===== config.mk =====
export PLATFORM = sky130hd
export DESIGN_NAME = fpdiv_ctrl
export DESIGN_NICKNAME = d
export VERILOG_FILES = /design/src/rtl/fpdiv_ctrl.sv
export SDC_FILE = /design/constraint.sdc
export NUM_CORES = 1
export LEC_CHECK = 0
export CAP_MARGIN = 20
export CORE_UTILIZATION = 54
export DETAILED_ROUTE_END_ITERATION = 10
export MAX_ROUTING_LAYER = met4
export PLACE_DENSITY = 0.9
export SLEW_MARGIN = 0
export SYNTH_ARGS = -nofsm -noshare
export SYNTH_HDL_FRONTEND = slang
export SYNTH_SLANG_ARGS = --single-unit

===== constraint.sdc =====
create_clock -name clk -period 4.4 [get_ports clk]
set_input_delay 1.1 -clock clk [delete_from_list [all_inputs] [get_ports clk]]
set_output_delay 1.1 -clock clk [all_outputs]
set_load 0.01 [all_outputs]

===== src/rtl/fpdiv_ctrl.sv =====
// ---------------------------------------------------------------------------
// fpdiv_ctrl
// Control sequencer for the fpdiv Goldschmidt division datapath.
// A divide runs through these steps in order: initial scale (INIT, MDX),
// ITER refinement pairs (COMP, MULT), remainder capture (REM), and a
// one-cycle DONE pulse. Each datapath step lasts MUL_LAT cycles. The selects
// stay stable for the whole step. The step's load enables pulse only in the
// last cycle of the step, so the datapath captures settled multiplier
// results.
//
// Parameters
//   ITER     number of COMP+MULT refinement pairs (0..15)
//   MUL_LAT  cycles per datapath step (1..8)
//
// Ports
//   clk        rising-edge clock
//   reset      synchronous, active-high reset
//   start      divide request, sampled only while idle
//   sel_muxa   datapath mux A select
//   sel_muxb   datapath mux B select
//   enA/enB    datapath register A/B load enables
//   enC/enR    datapath register C / remainder load enables
//   busy       high in every state except IDLE
//   done       one-cycle completion pulse
//   iter_cnt   completed refinement iterations of the current divide
//
// All outputs are registered. Each output is the decode of the state and
// step counter values that take effect at the same edge, so the outputs are
// a pure function of the registered state.
// ---------------------------------------------------------------------------
module fpdiv_ctrl #(
  parameter int ITER    = 3,
  parameter int MUL_LAT = 1
) (
  input  logic       clk,
  input  logic       reset,
  input  logic       start,
  output logic [1:0] sel_muxa,
  output logic [1:0] sel_muxb,
  output logic       enA,
  output logic       enB,
  output logic       enC,
  output logic       enR,
  output logic       busy,
  output logic       done,
  output logic [3:0] iter_cnt
);

  typedef enum logic [2:0] {
    IDLE = 3'd0,
    INIT = 3'd1,
    MDX  = 3'd2,
    COMP = 3'd3,
    MULT = 3'd4,
    REM  = 3'd5,
    DONE = 3'd6
  } state_t;

  // Index of the last cycle of a step.
  localparam logic [2:0] CYC_LAST = 3'(MUL_LAT - 1);
  // Iteration target, one bit wider than iter_cnt so that iter_cnt+1 cannot wrap.
  localparam logic [4:0] ITER_W   = 5'(ITER);

  state_t     state_r;
  state_t     state_nx_s;
  logic [2:0] cyc_r;
  logic [2:0] cyc_nx_s;
  logic [3:0] iter_nx_s;
  logic       step_end_s;
  logic [7:0] ctl_nx_s;

  // Successor of a datapath step. The caller uses it only at step end.
  function automatic state_t step_next(input state_t st, input logic [3:0] iter_done);
    state_t nx;
    case (st)
      INIT:    nx = MDX;
      MDX:     nx = (ITER_W != 5'd0) ? COMP : REM;
      COMP:    nx = MULT;
      // iter_done does not yet count the MULT step that is finishing now.
      MULT:    nx = (({1'b0, iter_done} + 5'd1) < ITER_W) ? COMP : REM;
      REM:     nx = DONE;
      default: nx = IDLE;
    endcase
    return nx;
  endfunction

  // Control word for a state: {muxa[1:0], muxb[1:0], enA, enB, enC, enR}.
  // 'last' is high in the final cycle of the step and gates every enable.
  function automatic logic [7:0] decode_ctl(input state_t st, input logic last);
    logic [7:0] c;
    case (st)
      IDLE:    c = {2'b10, 2'b01, 1'b0, 1'b0, 1'b0, 1'b0};
      INIT:    c = {2'b10, 2'b01, 1'b0, last, 1'b0, 1'b0};
      MDX:     c = {2'b10, 2'b00, last, 1'b0, last, 1'b0};
      COMP:    c = {2'b00, 2'b10, 1'b0, last, 1'b0, 1'b0};
      MULT:    c = {2'b00, 2'b11, last, 1'b0, last, 1'b0};
      REM:     c = {2'b01, 2'b10, 1'b0, 1'b0, 1'b0, last};
      DONE:    c = {2'b01, 2'b10, 1'b0, 1'b0, 1'b0, 1'b0};
      default: c = {2'b10, 2'b01, 1'b0, 1'b0, 1'b0, 1'b0};
    endcase
    return c;
  endfunction

  // Next-state, step-counter and iteration-counter logic.
  always_comb begin
    state_nx_s = state_r;
    cyc_nx_s   = cyc_r;
    iter_nx_s  = iter_cnt;
    step_end_s = (cyc_r == CYC_LAST);
    case (state_r)
      IDLE: begin
        cyc_nx_s = 3'd0;
        if (start) begin
          state_nx_s = INIT;
          iter_nx_s  = 4'd0;
        end else begin
          state_nx_s = IDLE;
        end
      end
      INIT, MDX, COMP, MULT, REM: begin
        if (step_end_s) begin
          cyc_nx_s   = 3'd0;
          state_nx_s = step_next(state_r, iter_cnt);
          if (state_r == MULT) begin
            iter_nx_s = iter_cnt + 4'd1;
          end else begin
            iter_nx_s = iter_cnt;
          end
        end else begin
          cyc_nx_s = cyc_r + 3'd1;
        end
      end
      // DONE lasts a single cycle and ignores the step counter.
      DONE: begin
        state_nx_s = IDLE;
        cyc_nx_s   = 3'd0;
      end
      default: begin
        state_nx_s = IDLE;
        cyc_nx_s   = 3'd0;
      end
    endcase
    // Enables fire when the next cycle is the last cycle of its step.
    ctl_nx_s = decode_ctl(state_nx_s, (cyc_nx_s == CYC_LAST));
  end

  // State registers and registered Moore outputs.
  always_ff @(posedge clk) begin
    if (reset) begin
      state_r  <= IDLE;
      cyc_r    <= 3'd0;
      iter_cnt <= 4'd0;
      sel_muxa <= 2'b10;
      sel_muxb <= 2'b01;
      enA      <= 1'b0;
      enB      <= 1'b0;
      enC      <= 1'b0;
      enR      <= 1'b0;
      busy     <= 1'b0;
      done     <= 1'b0;
    end else begin
      state_r  <= state_nx_s;
      cyc_r    <= cyc_nx_s;
      iter_cnt <= iter_nx_s;
      {sel_muxa, sel_muxb, enA, enB, enC, enR} <= ctl_nx_s;
      busy     <= (state_nx_s != IDLE);
      done     <= (state_nx_s == DONE);
    end
  end

endmodule

# Word-level counts from Yosys, hierarchy flattened
# Index checks and enable logic that the tools add are counted.
word_totals:
  regBits: 20
  out_inout_bits: 14
  inputBits: 3
op_classes:
  magnitude_cmp: 1
  n_eq_ne: 14
  n_mux: 12
  reduce_logical: 7
  n_addsub: 3
ops:
  columns: ["cell", "count"]
  rows:
  - ["$pmux W8 S6", 1]
  - ["$eq A3 B3 Y1 const B", 5]
  - ["$pmux W3 S5", 1]
  - ["$eq A3 B2 Y1 const B", 4]
  - ["$mux W3", 4]
  - ["$mux W4", 3]
  - ["$logic_not A3 Y1", 3]
  - ["$pmux W4 S2", 1]
  - ["$eq A3 B1 Y1 const B", 2]
  - ["$ne A2 B2 Y1 const B", 3]
  - ["$pmux W3 S2", 1]
  - ["$add A4 B1 Y5 const B", 1]
  - ["$lt A5 B2 Y1 const B", 1]
  - ["$reduce_or A5 Y1", 1]
  - ["$add A4 B1 Y4 const B", 1]
  - ["$reduce_and A4 Y1", 1]
  - ["$add A3 B1 Y3 const B", 1]
  - ["$reduce_bool A3 Y1", 1]
  - ["$reduce_bool A2 Y1", 1]
  - ["$mux W1", 1]

# Longest topological paths before layout
# Gate-level depths: netlist (run 1).
depth:
  ltp_word: 8
  mapped_depth: 6
  mapped_depth_nobuf: 6

# Worst setup path before layout (run 1)
# No wires, ideal clock.
synth_path:
  path_kind: "input to register"
  from: "input port start"
  to: "register iter_cnt[1]"
  setup_time_ns: 0.071
  cell_stages: 4
  slack_ns: 2.577
  t_arrival_ns: 1.752
  t_required_ns: 4.329
  path_cell_list: "nor2b_1 > o21ai_1 > or3_1 > a21oi_1"
synth_via:
  elab_chain_cells: 2
synth_rtl:
  columns: ["item", "line", "source"]
  rows:
  - ["start: declaration", "37", "input logic start,"]
  - ["$ne A2 B2 Y1 (no line)", null, null]
  - ["$reduce_and A4 Y1 (no line)", null, null]
  - ["end signal: assignment", "164", "iter_cnt <= iter_nx_s;"]
  - ["end: declaration", "46", "output logic [3:0] iter_cnt"]
# Every way passes these cells.
# A chain may end at the register's enable or synchronous reset.

# Worst setup path after layout (run 1)
layout_path:
  from: "register iter_cnt[0]"
  to: "output port iter_cnt[0]"
# No word-level cell between the ends.

==> results.json, run 1 <==
{
  "drive_above_1_share": 0.151,
  "cts.root.buffer_cell": "clkbuf_4",
  "clk_path_buf_depth": 2,
  "fillCellCount": 138,
  "synth_flop_cell": "dfxtp_1",
  "switching_share": 0.269,
  "pwr-share-comb": 0.194,
  "yosys.area.top_type": "dfxtp_1",
  "postCtsResizedCells": 0,
  "crit_path_end_kind": "output pin",
  "timing.setup.tns_ns": 0,
  "slew_headroom": 0.661,
  "hold_buffers": 0,
  "track_usage": 0.211,
  "syn_to_final_growth_pct": 18.2,
  "powerDensity_mw_per_mm2": 298,
  "antenna_found_initial": 0,
  "finalSetupViolations": 0,
  "synthCells": 104,
  "synth_warnings": 0,
  "die_area_mm2": 0.00198,
  "final_core_util": 0.676,
  "drc": 0,
  "cap_violations": 0,
  "grt_pass1_wl_mm": 2.98,
  "tightest_slew_ns": 0.508,
  "core_area_mm2": 0.00171,
  "cp.required_ns": 3.30,
  "io_buffer_count": 16,
  "start_util": 0.572,
  "first_pass_iters": 4,
  "cts.sinks": 19,
  "dr_total_vias": 771,
  "grt_pass1_vias": 708,
  "clockPowerShare": 0.248,
  "path_class": "reg -> out",
  "yosysUniqueCellTypes": 45,
  "htreeDepth": 1,
  "wl_per_cell_um": 12.2,
  "finalWirelength_mm": 1.76,
  "arrival_ns": 1.38,
  "p_sw_mw": 0.0926,
  "diodes": 0,
  "hold_class": "reg -> reg",
  "cts-buffers-inserted": 3,
  "yosysMostFrequentCell": "dfxtp_1",
  "finalCritPeriodShare": 0.564,
  "grt-ovfl-total": 0,
  "syn_area_um2": 977,
  "crit_buf_inv": 1,
  "ant_nets": 0,
  "fin_crit_ns": 2.48,
  "p_int_mw": 0.251,
  "cp-start-kind": "flip-flop",
  "finalNetCount": 126,
  "synth.avg_cell_area_um2": 9.40,
  "yosys.area_share.adder": 0.0487,
  "yosys-top-cells-count": "19 x dfxtp_1, 9 x inv_1, 8 x nor2_1, 7 x a21oi_1, 6 x nand2_1",
  "rsz0062_at_grt": "no",
  "ir_drop_uv": 230,
  "dieHeight_um": 44.5,
  "rows": 15,
  "critPathTopFamily": "buffers and inverters",
  "crit_chain": "clkdlybuf4s50_1",
  "synthArstFlopShare": 0,
  "drt-vias-per-instance": 5.35,
  "hold_depth": 1,
  "grt_max_degree": 14,
  "seqPwrFrac": 0.558,
  "place_hpwl_mm": 1.35,
  "clk_pin_slew_ns": 0.10,
  "fmax_mhz": 403,
  "post-cts-setup-buffers": 0,
  "gp_congestion": 0.851,
  "synth-simple-area-share": 0.262,
  "ys_ff_latch": 19,
  "status": "finished clean",
  "synth.area.top_cells": "dfxtp_1 39%, ha_1 3.8%, a21oi_1 3.6%",
  "first_iter_violations": 22,
  "path_max_fanout": 7,
  "synth_edf_count": 0,
  "r2r_cells": 6,
  "num_io_pins": 17,
  "fp.dieW_um": 44.5,
  "crit_path_max_incr_delay_ns": 0.59,
  "drv_slew": 0,
  "final_hold_viol_count": 0,
  "synth-xor-area-share": 0.00896,
  "synth_top_family_by_area": "simple AND/OR/NAND/NOR gates",
  "p_leak_nw": 0.458,
  "cp.depth": 1,
  "ys_seq_area_frac": 0.389,
  "cts_tree": "done",
  "skew_ns": 0.00467,
  "worst_skew_pair.late_latency_ns": 0.30,
  "netlist.area_leader.share": 0.389,
  "synth_compound_area_frac": 0.204,
  "muxShareOfSynthArea": 0.0102,
  "critPathSlowestCell": "clkdlybuf4s50_1",
  "syn_nets": 110
}
==> layout by cell type (no fill, tap or decap), drive strengths merged, types with 3 or more instances in the layout <==
cell,Yosys,routed
dfxtp,19,19
clkdlybuf4s50,0,16
inv,9,9
nor2,9,9
nand2,8,8
a21oi,7,7
o21ai,5,5
nor3,4,4
nand2b,4,4
ha,3,3
clkbuf,1,3
==> state kept, by name, indices dropped and copies added, names as in the netlist <==
| register | count |
|---|---|
| busy | 1 |
| cyc_r | 3 |
| done | 1 |
| enA | 1 |
| enB | 1 |
| enR | 1 |
| iter_cnt | 4 |
| sel_muxa | 2 |
| sel_muxb | 2 |
| state_r | 3 |
==> stage by stage <==
stage | hold slack [ns] | instance area, µm² | setup slack [ns] | instances | power (mW)
2_1_floorplan | 0.417 | 977 | 2.58 | 104 | 0.244
3_3_place_gp | 0.428 | 1130 | 2.00 | 140 | 0.260
3_5_place_dp | 0.452 | 1130 | 1.96 | 140 | 0.262
4_1_cts | 0.467 | 1150 | 1.90 | 144 | 0.349
5_1_grt | 0.497 | 1150 | 1.85 | 144 | 0.362
6_report | 0.463 | 1150 | 1.92 | 144 | 0.344
==> final cells by class <==
type / instances / area, µm² / share of cell area
clock inverters: 1 / 5.00 / 0.00433
clock buffers: 3 / 22.5 / 0.0195
multi-input cells: 71 / 522 / 0.452
well taps: 25 / 31.3 / 0.0271
inverters: 9 / 33.8 / 0.0293
flip-flops and latches: 19 / 380 / 0.329
repair buffers: 16 / 160 / 0.139
==> power groups by stage <==
stage / combinational (mW) / clock [mW] / sequential [mW]
global placement: 0.0649 / 0 / 0.195
finish: 0.0667 / 0.0853 / 0.192
CTS: 0.0667 / 0.0900 / 0.192
detailed placement: 0.0665 / 0 / 0.196
floorplan: 0.0516 / 0 / 0.192
global route: 0.0729 / 0.0954 / 0.193
==> per-layer routing <==
| metal | vias to the layer above | GRT usage | wire, µm |
|---|---|---|---|
| met3 | 3 | 0.0735 | 87 |
| met5 | - | - | 0 |
| met4 | 0 | 0.0667 | 20 |
| met2 | 21 | 0.326 | 858 |
| li1 | 393 | - | - |
| met1 | 354 | 0.258 | 790 |
==> final timing paths <==
check | startpoint | end | slack [ns]
worst min-delay path | cyc_r[0] | cyc_r[0] | 0.46
worst min register to register | cyc_r[0] | cyc_r[0] | 0.46
worst max-delay path | iter_cnt[0] | iter_cnt[0] | 1.92
worst max register to register | cyc_r[0] | enB | 2.79
==> cells by family (layout without fill, tap and decap cells) <==
logic type | count (synthesis) | count (layout)
flip-flops | 19 | 19
AO/OA/AOI/OAI | 27 | 27
buffers and inverters | 14 | 29
AND/OR/NAND/NOR | 38 | 38
XOR/XNOR | 1 | 1
multiplexers | 1 | 1
adder cells (fa/ha/maj) | 4 | 4
(Power assumes the default switching activity.)
==> run 2, diff against run 1 <==
CORE_UTILIZATION = 50   (was 54)
PLACE_DENSITY = 0.85   (was 0.9)
clock period = 2.3 ns   (was 4.4 ns; I/O delays follow)
==> run 2 against run 1 <==
Total power up 94%. Global-route usage increased by 0.90 points. Flip-flop and latch count unchanged. Sequential share of layout area is 0.21 points lower. Critical path type unchanged. Largest power group unchanged.
==> results.json, run 2 (same netlist as run 1, synthesis figures left out) <==
{
  "setup_slack_ns": 0.324,
  "grt_util_met1": 0.254,
  "grt_pass1_vias": 738,
  "pwr-share-comb": 0.193,
  "drv_slew": 0,
  "postCtsResizedCells": 0,
  "switching_share": 0.277,
  "dr_total_vias": 809,
  "io_buffer_count": 16,
  "cap_violations": 0,
  "final_common_cell": "dfxtp_1",
  "timing.setup.tns_ns": 0,
  "most-common-layout-cells": "19 x dfxtp_1, 16 x clkdlybuf4s50_1, 9 x inv_1",
  "wl_per_cell_um": 13.1,
  "cp-start-kind": "flip-flop",
  "finalWirelength_mm": 1.89,
  "antenna_found_initial": 0,
  "first_pass_iters": 4,
  "clk_path_buf_depth": 2,
  "p_leak_nw": 0.463,
  "critPathSlowestCell": "clkdlybuf4s50_1",
  "layout.cells.non_filler": 145,
  "hold_buffers": 0,
  "p_sw_mw": 0.184,
  "skew_ns": 0.00812,
  "track_usage": 0.220,
  "num_io_pins": 17,
  "htreeDepth": 1,
  "grt_max_degree": 14,
  "placed_cells": 141,
  "crit_path_end_kind": "output pin",
  "largest_reg_flops": 4,
  "finalNetCount": 127,
  "regArea_um2": 380,
  "grtUsageMet2": 0.349,
  "drt-vias-per-instance": 5.58,
  "gp_congestion": 0.835,
  "stdcell_area_mm2": 0.00116,
  "total_power_mw": 0.666,
  "ant_nets": 0,
  "path_max_fanout": 7,
  "core_area_mm2": 0.00178,
  "ir_drop_uv": 358,
  "place_hpwl_mm": 1.40,
  "crit_chain": "clkdlybuf4s50_1",
  "crit_path_max_incr_delay_ns": 0.60,
  "drc": 0,
  "timing.hold.ws_ns": 0.466,
  "clockPowerShare": 0.255,
  "finalCritPeriodShare": 0.859,
  "diodes": 0,
  "syn_to_final_growth_pct": 18.9,
  "powerDensity_mw_per_mm2": 573,
  "post-cts-setup-buffers": 0,
  "largest_registers": "iter_cnt: 4 flops, cyc_r: 3 flops, state_r: 3 flops",
  "tightest_slew_ns": 0.524,
  "worst_skew_pair.late_latency_ns": 0.30,
  "drive_above_1_share": 0.158,
  "cts.sinks": 19,
  "rows": 15,
  "busiest_layer": "met2",
  "fp.dieW_um": 46.2,
  "path_class": "reg -> out",
  "cts-buffers-inserted": 3,
  "multi_input_area_um2": 522,
  "grt-ovfl-total": 0,
  "first_iter_violations": 22,
  "fillCellCount": 147,
  "slew_headroom": 0.650,
  "clk_pin_slew_ns": 0.11,
  "rsz0062_at_grt": "no",
  "start_util": 0.548,
  "p_int_mw": 0.482,
  "fin_crit_ns": 1.98,
  "crit_buf_inv": 1,
  "status": "finished clean",
  "die_area_mm2": 0.00214,
  "final_core_util": 0.652,
  "arrival_ns": 1.40,
  "finalSetupViolations": 0,
  "dieHeight_um": 46.2,
  "cp.required_ns": 1.73,
  "critPathTopFamily": "buffers and inverters",
  "regMostFlops": "iter_cnt",
  "fmax_mhz": 506,
  "cts_tree": "done",
  "cts.root.buffer_cell": "clkbuf_4",
  "hold_class": "reg -> reg",
  "grt_pass1_wl_mm": 3.19,
  "seqPwrFrac": 0.552,
  "dpl_cell_area_mm2": 0.00113,
  "final_hold_viol_count": 0,
  "met3_usage": 0.0510,
  "pre_cts_slack_ns": 0.444
}
[run 2: worst paths after layout]
| path | cells after the start | slack, ns | from | to |
|---|---|---|---|---|
| min reg2reg | 1 | 0.47 | cyc_r[0] | cyc_r[0] |
| max | 1 | 0.32 | iter_cnt[0] | iter_cnt[0] |
| max reg2reg | 6 | 0.64 | cyc_r[0] | enB |
| min | 1 | 0.47 | cyc_r[0] | cyc_r[0] |
[run 2: area by class of cell]
type,count,area share
Sequential cell,19,0.327
Timing Repair Buffer,17,0.144
Multi-Input combinational cell,71,0.449
Tap cell,25,0.0269
Clock inverter,1,0.00431
Inverter,9,0.0291
Clock buffer,3,0.0194
[run 2: power by group through the flow]
stage	Clock, mW	Sequential [mW]	Combinational [mW]
floorplan	0	0.368	0.0988
global placement	0	0.374	0.126
detailed placement	0	0.375	0.128
CTS	0.174	0.368	0.129
global route	0.189	0.371	0.142
finish	0.170	0.368	0.128
[run 2: routing by layer]
layer | wire (µm) | up-vias
met3 | 118 | 9
met1 | 808 | 371
met4 | 68 | 0
met5 | 0 | -
li1 | - | 397
met2 | 899 | 32
[run 2: worst register-to-register path, stage by stage (launching register included)]
cell and delay [ns]:
dfxtp_1 0.34, inv_1 0.09, ha_1 0.24, and2b_2 0.25, o2111ai_2 0.17, o21ai_1 0.29
and4bb_1 0.23
==> run 3, diff against run 2 <==
SETUP_SLACK_MARGIN = 0.3   (was unset)
==> run 3 against run 2 <==
First-iteration DRC count grew 14%. Hold slack is essentially flat. Highest routed layer unchanged. Largest cell class unchanged. Routed wire length grew 2.3%. Maximum frequency grew 3.5%. Flip-flop and latch count is the same. Global-route usage is the same.
==> results.json, run 3 (same netlist as run 1, synthesis figures left out) <==
{
  "status": "finished clean",
  "stdcell_area_mm2": 0.00116,
  "timing.setup.tns_ns": 0,
  "syn_to_final_growth_pct": 19.1,
  "core_area_mm2": 0.00178,
  "critPathSlowestCell": "clkdlybuf4s50_1",
  "worst_skew_pair.late_latency_ns": 0.30,
  "largest_registers": "iter_cnt: 4 flops, cyc_r: 3 flops, state_r: 3 flops",
  "arrival_ns": 1.33,
  "clk_pin_slew_ns": 0.11,
  "fillCellCount": 146,
  "antenna_found_initial": 0,
  "p_leak_nw": 0.464,
  "diodes": 0,
  "regArea_um2": 382,
  "clockPowerShare": 0.259,
  "grt_pass1_vias": 738,
  "largest_reg_flops": 4,
  "seqPwrFrac": 0.549,
  "grt_max_degree": 14,
  "place_hpwl_mm": 1.40,
  "post-cts-setup-buffers": 0,
  "path_class": "reg -> out",
  "p_sw_mw": 0.188,
  "multi_input_area_um2": 522,
  "track_usage": 0.220,
  "most-common-layout-cells": "18 x dfxtp_1, 16 x clkdlybuf4s50_1, 9 x inv_1",
  "rows": 15,
  "cts.sinks": 19,
  "pwr-share-comb": 0.192,
  "tightest_slew_ns": 0.525,
  "wl_per_cell_um": 13.4,
  "grt_pass1_wl_mm": 3.19,
  "first_iter_violations": 25,
  "cp.required_ns": 1.73,
  "skew_ns": 0.00308,
  "grt-ovfl-total": 0,
  "start_util": 0.548,
  "hold_buffers": 0,
  "io_buffer_count": 16,
  "dieHeight_um": 46.2,
  "critPathTopFamily": "buffers and inverters",
  "finalSetupViolations": 0,
  "ir_drop_uv": 358,
  "regMostFlops": "iter_cnt",
  "cts_tree": "done",
  "die_area_mm2": 0.00214,
  "num_io_pins": 17,
  "finalNetCount": 127,
  "drc": 0,
  "final_common_cell": "dfxtp_1",
  "path_max_fanout": 7,
  "ant_nets": 0,
  "final_hold_viol_count": 0,
  "fmax_mhz": 524,
  "cap_violations": 0,
  "fp.dieW_um": 46.2,
  "finalWirelength_mm": 1.94,
  "finalCritPeriodShare": 0.830,
  "drv_slew": 0,
  "cp-start-kind": "flip-flop",
  "first_pass_iters": 4,
  "postCtsResizedCells": 0,
  "powerDensity_mw_per_mm2": 576,
  "p_int_mw": 0.482,
  "cts-buffers-inserted": 3,
  "rsz0062_at_grt": "no",
  "slew_headroom": 0.650,
  "htreeDepth": 1,
  "gp_congestion": 0.835,
  "crit_path_max_incr_delay_ns": 0.58,
  "switching_share": 0.281,
  "hold_class": "reg -> reg",
  "crit_chain": "clkdlybuf4s50_1",
  "clk_path_buf_depth": 2,
  "cts.root.buffer_cell": "clkbuf_4",
  "dr_total_vias": 813,
  "crit_path_end_kind": "output pin",
  "fin_crit_ns": 1.91,
  "drt-vias-per-instance": 5.61,
  "dpl_cell_area_mm2": 0.00113,
  "drive_above_1_share": 0.167,
  "crit_buf_inv": 1
}
[run 3: power by group through the flow]
stage | Sequential, mW | Combinational (mW) | Clock, mW
6_report | 0.368 | 0.129 | 0.173
5_1_grt | 0.371 | 0.142 | 0.191
4_1_cts | 0.368 | 0.129 | 0.174
3_5_place_dp | 0.375 | 0.128 | 0
3_3_place_gp | 0.374 | 0.126 | 0
2_1_floorplan | 0.368 | 0.0988 | 0
[run 3: final cells by class]
cell class | count | area share
clock buffer | 3 | 0.0194
clock inverter | 1 | 0.00430
inverter | 9 | 0.0290
multi-input combinational | 71 | 0.448
sequential | 19 | 0.328
tap | 25 | 0.0269
timing repair buffer | 17 | 0.144
[run 3: layer usage]
metal	share of wire	wire length, µm	up-vias	global-route usage
met4	0.033	63	0	0.124
met3	0.067	129	7	0.0510
met2	0.46	891	35	0.349
li1	-	-	396	-
met5	0	0	-	-
met1	0.44	853	375	0.254
[run 3: per-stage QoR]
step	total power, mW	instances	setup WS [ns]	hold WS, ns	util
4_1_cts	0.670	145	0.320	0.467	0.652
2_1_floorplan	0.467	104	0.884	0.417	-
5_1_grt	0.703	145	0.330	0.495	0.653
3_3_place_gp	0.500	141	0.475	0.435	0.636
3_5_place_dp	0.503	141	0.444	0.446	0.636
6_report	0.670	145	0.391	0.466	0.653
[run 3: final timing paths]
path          startpoint           to  slack (ns)  depth (start not counted)
max          iter_cnt[2]  iter_cnt[2]        0.39                          1
min             cyc_r[0]     cyc_r[0]        0.47                          1
max reg2reg     cyc_r[0]          enB        0.65                          6
min reg2reg     cyc_r[0]     cyc_r[0]        0.47                          1
